<file path="src/rtl/stream_mux_arb.sv">
// stream_mux_arb: registered N-to-1 stream multiplexer, where N = 2**SEL_WIDTH.
// Each input channel has its own valid/ready handshake, and the design has one
// output register stage. A channel is chosen by fixed select (i_mode=0) or by
// round-robin arbitration (i_mode=1).
//
// Ports:
//   clk         system clock, rising edge
//   reset       asynchronous, active-high reset
//   i           packed channel data; channel k is i[k*WIDTH +: WIDTH]
//   i_valid     per-channel valid
//   o_ready_in  per-channel ready; at most one bit is high
//   i_sel       channel index used in fixed mode
//   i_mode      0 = fixed select, 1 = round-robin
//   o           registered output data
//   o_valid     the output register holds a word
//   i_ready     downstream ready
//   o_ch        source channel of the current o
module stream_mux_arb #(
    parameter int SEL_WIDTH = 2,
    parameter int WIDTH     = 8
) (
    input  logic                            clk,
    input  logic                            reset,
    input  logic [(2**SEL_WIDTH)*WIDTH-1:0] i,
    input  logic [(2**SEL_WIDTH)-1:0]       i_valid,
    output logic [(2**SEL_WIDTH)-1:0]       o_ready_in,
    input  logic [SEL_WIDTH-1:0]            i_sel,
    input  logic                            i_mode,
    output logic [WIDTH-1:0]                o,
    output logic                            o_valid,
    input  logic                            i_ready,
    output logic [SEL_WIDTH-1:0]            o_ch
);
    localparam int N = 2**SEL_WIDTH;

    logic [WIDTH-1:0]     data_r;
    logic                 valid_r;
    logic [SEL_WIDTH-1:0] ch_r;
    logic [SEL_WIDTH-1:0] ptr_r;

    logic [WIDTH-1:0]     ch_data_s [N];
    logic                 load_s;
    logic                 grant_s;
    logic [SEL_WIDTH-1:0] cand_s;
    logic [SEL_WIDTH-1:0] scan_idx_s;
    logic [SEL_WIDTH-1:0] next_ptr_s;

    for (genvar k = 0; k < N; k++) begin : g_unpack
        assign ch_data_s[k] = i[k*WIDTH +: WIDTH];
    end

    // The output register may take a new word when it is empty or is draining this cycle.
    assign load_s     = ~valid_r | i_ready;
    assign next_ptr_s = cand_s + SEL_WIDTH'(1'b1);

    // Candidate selection. The round-robin scan starts at ptr_r, and the
    // index wraps naturally at SEL_WIDTH bits.
    always_comb begin
        grant_s    = 1'b0;
        cand_s     = {SEL_WIDTH{1'b0}};
        scan_idx_s = {SEL_WIDTH{1'b0}};
        if (i_mode) begin
            for (int j = 0; j < N; j++) begin
                scan_idx_s = ptr_r + SEL_WIDTH'(j);
                if (!grant_s && i_valid[scan_idx_s]) begin
                    grant_s = 1'b1;
                    cand_s  = scan_idx_s;
                end else begin
                    grant_s = grant_s;
                end
            end
        end else begin
            cand_s  = i_sel;
            grant_s = i_valid[i_sel];
        end
    end

    // One-hot acknowledge to the granted channel. It is forced low while reset is held.
    always_comb begin
        o_ready_in = {N{1'b0}};
        if (load_s && grant_s && !reset) begin
            o_ready_in[cand_s] = 1'b1;
        end else begin
            o_ready_in = {N{1'b0}};
        end
    end

    // Output register and round-robin pointer. Only round-robin grants move the pointer.
    always_ff @(posedge clk or posedge reset) begin
        if (reset) begin
            data_r  <= {WIDTH{1'b0}};
            valid_r <= 1'b0;
            ch_r    <= {SEL_WIDTH{1'b0}};
            ptr_r   <= {SEL_WIDTH{1'b0}};
        end else if (load_s) begin
            if (grant_s) begin
                data_r  <= ch_data_s[cand_s];
                ch_r    <= cand_s;
                valid_r <= 1'b1;
                if (i_mode) begin
                    ptr_r <= next_ptr_s;
                end
            end else begin
                valid_r <= 1'b0;
            end
        end
    end

    assign o       = data_r;
    assign o_valid = valid_r;
    assign o_ch    = ch_r;
endmodule

</file>
<file path="config.mk">
export PLATFORM = sky130hd
export DESIGN_NAME = stream_mux_arb
export DESIGN_NICKNAME = d
export VERILOG_FILES = /design/src/rtl/stream_mux_arb.sv
export SDC_FILE = /design/constraint.sdc
export NUM_CORES = 1
export LEC_CHECK = 0
export CELL_PAD_IN_SITES_DETAIL_PLACEMENT = 1
export CELL_PAD_IN_SITES_GLOBAL_PLACEMENT = 1
export CORE_AREA = 2 2 72 74
export CTS_CLUSTER_DIAMETER = 100
export CTS_CLUSTER_SIZE = 20
export DETAILED_ROUTE_END_ITERATION = 8
export DIE_AREA = 0 0 74 76
export GPL_TIMING_DRIVEN = 0
export PLACE_DENSITY_LB_ADDON = 0.1
export SLEW_MARGIN = 10
export SYNTH_ARGS = -nofsm -noshare
export SYNTH_HDL_FRONTEND = slang
export SYNTH_SLANG_ARGS = --single-unit
export TNS_END_PERCENT = 100
</file>
<file path="constraint.sdc">
create_clock -name clk -period 2.5 [get_ports clk]
set_clock_uncertainty 0.1 [all_clocks]
set_input_delay 0.625 -clock clk [delete_from_list [all_inputs] [get_ports clk]]
set_output_delay 0.625 -clock clk [all_outputs]
set_load 0.01 [all_outputs]
</file>
## Word level (Yosys, flattened, before mapping)

Index checks and enable logic that the tools add are counted.

| storage, ports and cells | value |
|---|---|
| flip-flop bits (word level) | 13 |
| latch bits | 0 |
| RAM bits | 0 |
| ROM bits | 0 |
| bits of input ports | 42 |
| word-level logic and storage cells | 61 |
| memories kept | 0 |

| cells by class | value |
|---|---|
| add/subtract/negate cells | 4 |
| $mul | 0 |
| divide/modulo/power cells | 0 |
| order comparisons | 8 |
| equality and inequality tests | 0 |
| shifts and indexed selects | 0 |
| muxes and demuxes | 30 |
| bitwise logic cells | 3 |
| reductions and logical operators | 12 |

Operators by type and width:

| cell | count |
|---|---|
| < comparator 2 x 3 -> 1 bit (second input constant) | 6 |
| binary-select mux 8 bit (select 2 bit) | 1 |
| 2-to-1 mux 8 bit | 2 |
| 2-to-1 mux 1 bit | 15 |
| binary-select mux 1 bit (select 2 bit) | 5 |
| 2-to-1 mux 2 bit | 5 |
| logical AND 1 bit | 6 |
| adder 2 x 1 -> 2 bit (second input constant) | 2 |
| adder 2 bit (second input constant) | 2 |
| zero test 1 bit | 4 |
| 2-to-1 mux 4 bit | 1 |
| greater-or-equal comparator 3 bit (second input constant) | 1 |
| NOT 2 -> 3 bit | 1 |
| AND reduction 3 bit | 1 |
| demux 1 bit (select 2 bit) | 1 |
| greater-or-equal comparator 2 x 1 -> 1 bit (second input constant) | 1 |
| AND reduction 2 bit | 1 |
| NOT 1 bit | 1 |
| bitwise OR 1 bit | 1 |

## Longest topological paths before layout

Gate-level depths: netlist (run 1).

| logic depth | value |
|---|---|
| depth in word-level cells | 21 |
| mapped depth | 7 |

## Least setup slack after synthesis (run 1)

No wires, ideal clock.

| timing | value |
|---|---|
| kind | input to output |
| start | input i_sel[0] |
| end | output o_ready_in[2] |
| data arrival time | 1.818 ns |
| data required time | 1.775 ns |
| slack | -0.043 ns |
| cell stages on the path | 5 |
| path buffers | 1 |
| cell sequence | mux4_2 > nor2_1 > or2_1 > buf_2 > nor4_1 |

| on the way | value |
|---|---|
| cells in the longest elaborated chain, start to end | 6 |
| elaborated cells between the ends (all ways) | 12 |
| classes of those cells | order compare: 2; mux: 7; reduce/logical: 3 |

Ends and longest elaborated chain:

| what | RTL line | source |
|---|---|---|
| from (decl) | 27 | `input logic [SEL_WIDTH-1:0] i_sel,` |
| 2-to-1 mux 2 bit / binary-select mux 1 bit (select 2 bit) (equally long branches) | 62, 74 |  |
| < comparator 2 x 3 -> 1 bit (not written as such) (tied with other cells) | 82 | `o_ready_in[cand_s] = 1'b1;` |
| logical AND 1 bit (not written as such) / 2-to-1 mux 1 bit (equally long branches) | 82, 62 |  |
| 2-to-1 mux 1 bit (not written as such) / logical AND 1 bit (equally long branches) | 82, 81 |  |
| demux 1 bit (select 2 bit) / logical AND 1 bit (equally long branches) | 82, 81 |  |
| 2-to-1 mux 4 bit * | 81 | `if (load_s && grant_s && !reset) begin` |
| to (decl) | 26 | `output logic [(2**SEL_WIDTH)-1:0] o_ready_in,` |

Every way passes the cells marked *; elsewhere a longest branch is shown, timed or not. The select of a mux whose other input is x is not followed.

## Worst setup path in the final report (run 1)

| timing | value |
|---|---|
| start | input i_valid[2] |
| end | output o_ready_in[3] |

| on the way | value |
|---|---|
| cells in the longest elaborated chain, start to end | 21 |
| elaborated cells between the ends (all ways) | 37 |
| classes of those cells | order compare: 2; mux: 26; reduce/logical: 9 |

Ends and longest elaborated chain:

| what | RTL line | source |
|---|---|---|
| from (decl) | 25 | `input logic [(2**SEL_WIDTH)-1:0] i_valid,` |
| binary-select mux 1 bit (select 2 bit) | 65 | `if (!grant_s && i_valid[scan_idx_s]) begin` |
| 2-to-1 mux 1 bit (not written as such) | 65 |  |
| 2-to-1 mux 1 bit | 65 |  |
| 2-to-1 mux 1 bit | 62 | `if (i_mode) begin` |
| zero test 1 bit | 65 |  |
| logical AND 1 bit | 65 |  |
| 2-to-1 mux 1 bit | 65 |  |
| 2-to-1 mux 1 bit | 62 |  |
| [... 5 more ...] | n/a |  |
| logical AND 1 bit | 65 |  |
| 2-to-1 mux 2 bit | 65 |  |
| 2-to-1 mux 2 bit | 62 |  |
| < comparator 2 x 3 -> 1 bit (not written as such) / greater-or-equal comparator 2 x 1 -> 1 bit (equally long branches) | 82 |  |
| logical AND 1 bit (not written as such) | 82 |  |
| 2-to-1 mux 1 bit (not written as such) | 82 |  |
| demux 1 bit (select 2 bit) | 82 |  |
| 2-to-1 mux 4 bit * | 81 |  |

Marks and branches as above.

==> summary.md, run 1 <==
| Metric | Value |
|---|---|
| CTS tree | `yes` |
| Worst IR drop on VDD | `0.237 mV` |
| Finish-stage setup viols | `4` |
| # Max-Cap Violations | `0` |
| Cells after Synth | `176` |
| Cell with the most instances after synthesis | `nand2_1` |
| Cell area after placement | `0.00214 mm^2` |
| CTS clk-pin slew, worst paths | `0.06 ns` |
| Power per Cell Area | `550 mW/mm^2` |
| First-pass GRT wire length | `10400 um` |
| Antenna violations before repair | `0` |
| Max Clock Freq | `370 MHz` |
| Area leader, netlist | `dfrtp_1` |
| Worst Max-Slew Pin Slew | `0.612 ns` |
| Hold Slack | `0.393 ns` |
| CTS Root Cell | `clkbuf_8` |
| Total chip power | `1.39 mW` |
| Vias in the first global route | `2065` |
| Starting Density | `30.5%` |
| Status | `finished, violations left` |
| CTS buffer count | `3` |
| Global-route usage over all layers | `23.6%` |
| H-tree depth | `1` |
| Layout Nets | `301` |
| Yosys warnings | `0` |
| Crit path DAT | `1.98 ns` |
| FF+latch count, synth | `13` |
| Post-synth EDFFs | `0` |
| Total number of vias | `1800` |
| Setup ws final | `-0.204 ns` |
| Slowest-stage cell, CP | `o41ai_4` |
| WL final | `6260 um` |
| Max incr delay on CP | `0.48 ns` |
| Drt wl/cell | `19.1 um` |
| CTS Buffer Depth | `2` |
| Max-slew violations | `0` |
| Most common cell on crit path | `buf_12` |
| CP max FO | `6` |
| Grt ovf | `0` |
| Ports | `57` |
| CTS sink cnt | `13` |
| Crit end category | `output port` |
| Synth Flop Type | `dfrtp_1` |
| Kind of start point of the critical path | `input pin` |
| Final period util | `108%` |
| Seq/Total Area, Yosys | `21.7%` |
| Placeable Area | `0.00491 mm^2` |
| Storage cell area | `328 um^2` |
| Commonest cells in the netlist | `18 x nand2_1, 13 x dfrtp_1, 11 x o21ai_0` |
| Pin count of the biggest net entering global routing | `14` |
| Placer Congestion | `0.806` |
| Post-Place Cells | `301` |
| Row cnt | `26` |
| Die outline width | `74 um` |
| Share of the synthesized area in the top cell type | `21.7%` |
| Fill count | `565` |
| Via density | `5.49` |
| Failing checks | `negative setup slack` |
| Final min period | `2.70 ns` |
| Design Area, Final | `0.00253 mm^2` |
| Worst-Skew Late Latency | `0.25 ns` |
| Mean Syn Cell Area | `8.52 um^2` |
| DRT antenna net count | `0` |
| Die Area | `0.00562 mm^2` |
| IO Port Bufs | `55` |
| Worst relative slew slack | `59.0%` |
| Leak | `1.01 nW` |
| RSZ-0062 raised after global routing | `true` |
| Syn-to-layout area delta | `68.6%` |
| Syn_nets | `218` |
| Multi-input gate area | `0.00122 mm^2` |
| Setup_tns | `-0.539 ns` |
| Die Height | `76 um` |
| DP Wirelength | `4330 um` |
| Worst path required time | `1.77 ns` |
| Buffers and inverters on the worst path | `4` |
| DR pass1 iterations | `4` |
| HP Class | `flop to flop` |
| Synth unique cells | `47` |
| DR iter-0 viols | `37` |
| Synthesized area | `0.00150 mm^2` |
| Final Hold Viols | `0` |
| Cell Chain, Critical Path | `buf_12, buf_6, nand2b_4, a21oi_4, o41ai_4, buf_12, nor4b_4, buf_2` |
| Synth top area cells | `dfrtp_1 22%, mux2i_1 5.3%, nand2_1 4.5%` |
| Ant. Diodes | `0` |
| Layout cell share with drive strength beyond 1 | `32.2%` |
| Layout Cells excl Fill | `328` |
| CTS Hold Bufs | `0` |
| CP top delay family | `buffers and inverters` |
| Residual DRC | `0` |
| FFs w/ async S/R, synth | `100%` |
| Setup CP Type | `input pin to output port` |
==> metrics by stage <==
stage / utilization, % / worst slack, ns
floorplan: - / 0.0102
global placement: 43.6 / -1.29
detailed placement: 43.6 / -1.33
CTS: 51.5 / -0.234
global route: 51.5 / -0.253
finish: 51.5 / -0.204
==> final timing paths <==
path	startpoint	to	slack, ns	depth (start not counted)
max in group asynchronous	reset	ptr_r[0]	1.20	3
min	o_ch[1]	o_ch[1]	0.39	2
max	i_valid[2]	o_ready_in[3]	-0.20	8
min in group asynchronous	reset	o[7]	0.91	3
min reg2reg	o_ch[1]	o_ch[1]	0.39	2
max reg2reg	ptr_r[1]	o[3]	0.36	9
==> worst reg2reg max path, stage by stage, from the launching register on <==
cell and delay, ns:
dfrtp_2 0.41, buf_6 0.13, nand2b_4 0.13, a21oi_4 0.06
o41ai_4 0.48, buf_12 0.18, buf_4 0.11, buf_4 0.14
nand2_2 0.06, a221oi_2 0.25
==> sequential cells by signal (all words and copies together) (netlist names) <==
name,count
o_valid,1
o,8
ptr_r,2
o_ch,2
==> layout by cell type, fill, tap and decap left out, types with 2 or more instances in the layout <==
master and count:
nand2b_4 2, a21oi_2 2, clkbuf_8 3, buf_4 25, a221oi_2 4, or2_1 2
nand2_2 4, a221oi_1 4, o21ai_1 2, nand2b_1 7, and2_1 9, nand2_1 17
o221a_1 4, a21oi_1 4, nand4_1 8, nor4b_4 2, mux2i_1 8, buf_2 10
dfrtp_1 11, nor2_4 4, dfrtp_2 2, o221ai_1 4, a32oi_1 4, or2b_1 2
o41ai_4 2, a21o_1 5, a32o_1 4, clkdlybuf4s50_1 44, buf_6 3, nor2_1 8
buf_12 4, clkbuf_1 2, o21ai_0 11, buf_8 2, o31ai_1 8
==> repair_timing <==
action	in CTS	in global routing
gates resized for setup	88	6
gates cloned	0	0
setup buffers	23	2
endpoints found under the setup margin	12	4
pin swaps	12	2
==> report_power, final <==
| part | leakage, nW | switching [mW] | internal [mW] |
|---|---|---|---|
| clock network | 0.0228 | 0.0883 | 0.113 |
| registers | 0.145 | 0.0490 | 0.276 |
| logic | 0.844 | 0.409 | 0.455 |
| total | 1.01 | 0.546 | 0.844 |
==> cell type report <==
cell class,instances,share of cell area [%]
inverters,3,0.594
clock buffers,4,1.78
well taps,70,3.47
flip-flops and latches,13,13.0
plain buffers,10,2.33
multi-input cells,148,48.2
repair buffers,80,30.7
==> logic make-up after synthesis <==
family	synth area share (%)
AND/OR/NAND/NOR	29.6
multiplexers	7.76
buffers and inverters	5.34
XOR/XNOR	0.584
flip-flops	21.7
AO/OA/AOI/OAI	35.0
==> layer usage <==
layer	share of wire (%)	GRT usage, %	up-vias
met2	51	41.3	53
li1	-	-	847
met1	43	30.1	892
met3	4.5	3.44	8
met5	0	0	-
met4	1.5	4.91	0
(Power assumes the default switching activity.)
==> inputs of run 2 (changes only) <==
==> constraint.sdc (replaced) <==
create_clock -name clk -period 2.5 [get_ports clk]
set_clock_uncertainty 0.1 [all_clocks]
set_input_delay 0.5 -clock clk [delete_from_list [all_inputs] [get_ports clk]]
set_output_delay 0.5 -clock clk [all_outputs]
set_load 0.01 [all_outputs]
==> summary.md, run 2 (same netlist as run 1, synthesis figures left out) <==
| Metric | Value |
|---|---|
| CTS Root Cell | `clkbuf_8` |
| Die Area | `0.00562 mm^2` |
| Max incr delay on CP | `0.43 ns` |
| Worst-Skew Late Latency | `0.25 ns` |
| Routed met1 length | `2660 um` |
| Power Internal | `0.845 mW` |
| CTS sink cnt | `13` |
| Global-route usage over all layers | `22.0%` |
| Comb pwr share | `61.6%` |
| Via density | `5.55` |
| Top Metal Used | `met4` |
| Fill count | `574` |
| Ports | `57` |
| Layout Cells excl Fill | `324` |
| Slowest-stage cell, CP | `dfrtp_2` |
| Final Hold Viols | `0` |
| Setup CP Type | `flop to output port` |
| Power per Cell Area | `569 mW/mm^2` |
| Most common cell on crit path | `buf_12` |
| Syn-to-layout area delta | `64.1%` |
| CTS clk-pin slew, worst paths | `0.07 ns` |
| Pin count of the biggest net entering global routing | `14` |
| Finish-stage setup viols | `3` |
| Vias in the first global route | `1972` |
| Psw | `0.556 mW` |
| Ant. Diodes | `0` |
| HP Class | `flop to flop` |
| Die outline width | `74 um` |
| CP max FO | `5` |
| Worst path required time | `1.90 ns` |
| Cell area after placement | `0.00214 mm^2` |
| First-pass GRT wire length | `9710 um` |
| DP Wirelength | `4520 um` |
| Most frequent cells in the layout | `44 x clkdlybuf4s50_1, 21 x buf_4, 17 x nand2_1` |
| WL met3 | `239 um` |
| Final period util | `101%` |
| Cell Chain, Critical Path | `buf_12, nand2b_4, a21oi_4, o41ai_4, buf_4, buf_12, nor4b_4, buf_2` |
| Leak | `0.985 nW` |
| Failing checks | `negative setup slack` |
| Row cnt | `26` |
| Buffers and inverters on the worst path | `4` |
| Placeable Area | `0.00491 mm^2` |
| Worst relative slew slack | `53.6%` |
| H-tree depth | `1` |
| Drt wl/cell | `19.1 um` |
| Grt ovf | `0` |
| CTS tree | `yes` |
| Seq pwr share | `23.5%` |
| Worst Max-Slew Pin Slew | `0.693 ns` |
| Post-Place Cells | `301` |
| CTS Hold Bufs | `0` |
| Clock share of power | `15.0%` |
| Total chip power | `1.40 mW` |
| DRT antenna net count | `0` |
| CTS Buffer Depth | `2` |
| Final min period | `2.54 ns` |
| Sw Ratio | `39.7%` |
| Layout cell share with drive strength beyond 1 | `31.1%` |
| Max Clock Freq | `394 MHz` |
| # Max-Cap Violations | `0` |
| Max FFs per register | `8` |
| Kind of start point of the critical path | `flop` |
| Crit end category | `output port` |
| IO Port Bufs | `55` |
| Design Area, Final | `0.00246 mm^2` |
| Commonest non-fill, non-tap cell in the layout | `clkdlybuf4s50_1` |
| DR iter-0 viols | `82` |
| Layout Nets | `297` |
| CP top delay family | `buffers and inverters` |
| Starting Density | `30.5%` |
| Status | `finished, violations left` |
| DR pass1 iterations | `4` |
| Placer Congestion | `0.785` |
| Met2 WL | `3230 um` |
| Crit path DAT | `1.94 ns` |
| CTS buffer count | `3` |
| WL final | `6180 um` |
| Worst IR drop on VDD | `0.305 mV` |
| RSZ-0062 raised after global routing | `true` |
| Setup ws final | `-0.0374 ns` |
| Residual DRC | `0` |
| Die Height | `76 um` |
| Max-slew violations | `0` |
| Antenna violations before repair | `0` |
| Total number of vias | `1797` |
| Hold Slack | `0.401 ns` |
[run 2: cell count changes in the layout (fill, tap and decap cells not counted)]
cell | before | now
nor2_1 | 8 | 7
clkdlybuf4s15_1 | 0 | 1
dlymetal6s2s_1 | 0 | 1
dlygate4sd2_1 | 1 | 0
buf_4 | 25 | 21
buf_8 | 2 | 0
clkbuf_4 | 0 | 3
buf_2 | 10 | 11
nor2_2 | 0 | 1
buf_12 | 4 | 2
buf_6 | 3 | 2
[run 2: cell type report]
type	instances	area, um^2	share of cell area, %
buffer	10	56.3	2.29
clock buffer	4	45.0	1.83
inverter	3	15.0	0.610
multi-input combinational	148	1220	49.6
sequential	13	328	13.3
tap	70	87.6	3.56
timing repair buffer	76	708	28.8
[run 2: power by group through the flow]
stage	sequential, mW	combinational [mW]	clock (mW)
2_1_floorplan	0.343	0.371	0
3_3_place_gp	0.321	0.665	0
3_5_place_dp	0.327	0.691	0
4_1_cts	0.327	0.814	0.210
5_1_grt	0.339	0.925	0.221
6_report	0.328	0.863	0.209
[run 2: worst paths after layout]
check	to	cells past startpoint	slack [ns]	startpoint
setup / recovery	o_ready_in[3]	8	-0.04	ptr_r[1]
hold / removal	o_ch[0]	2	0.40	o_ch[0]
setup reg to reg	o[3]	9	0.45	ptr_r[1]
hold reg to reg	o_ch[0]	2	0.40	o_ch[0]
max in group asynchronous	ptr_r[0]	3	1.32	reset
min in group asynchronous	o[7]	3	0.79	reset
[run 2: through the flow]
stage	setup slack [ns]	setup TNS, ns	utilization, %
final	-0.0374	-0.0488	50.1
after global routing	-0.124	-0.363	50.1
after detailed placement	-1.09	-6.21	43.5
after floorplan	0.207	0	-
after CTS	-0.127	-0.442	48.4
after global placement	-1.04	-5.46	43.5
[run 2: timing repair]
item,4_1_cts,5_1_grt
setup endpoints to repair,7,4
pin swaps,9,7
buffers inserted,13,8
gates resized for setup,62,20
[run 2: per-layer routing]
metal,track usage (%),up-vias
met5,0,-
met4,6.36,0
met3,2.51,8
met2,37.9,42
met1,28.4,909
li1,-,838
[run 2: worst reg2reg max path, cell delays in order, from the launching register on]
cell	delay [ns]
dfrtp_2	0.43
buf_12	0.12
nand2b_4	0.13
a21oi_4	0.06
o41ai_4	0.31
buf_4	0.19
buf_12	0.12
buf_4	0.15
nand2_2	0.06
a221oi_2	0.28
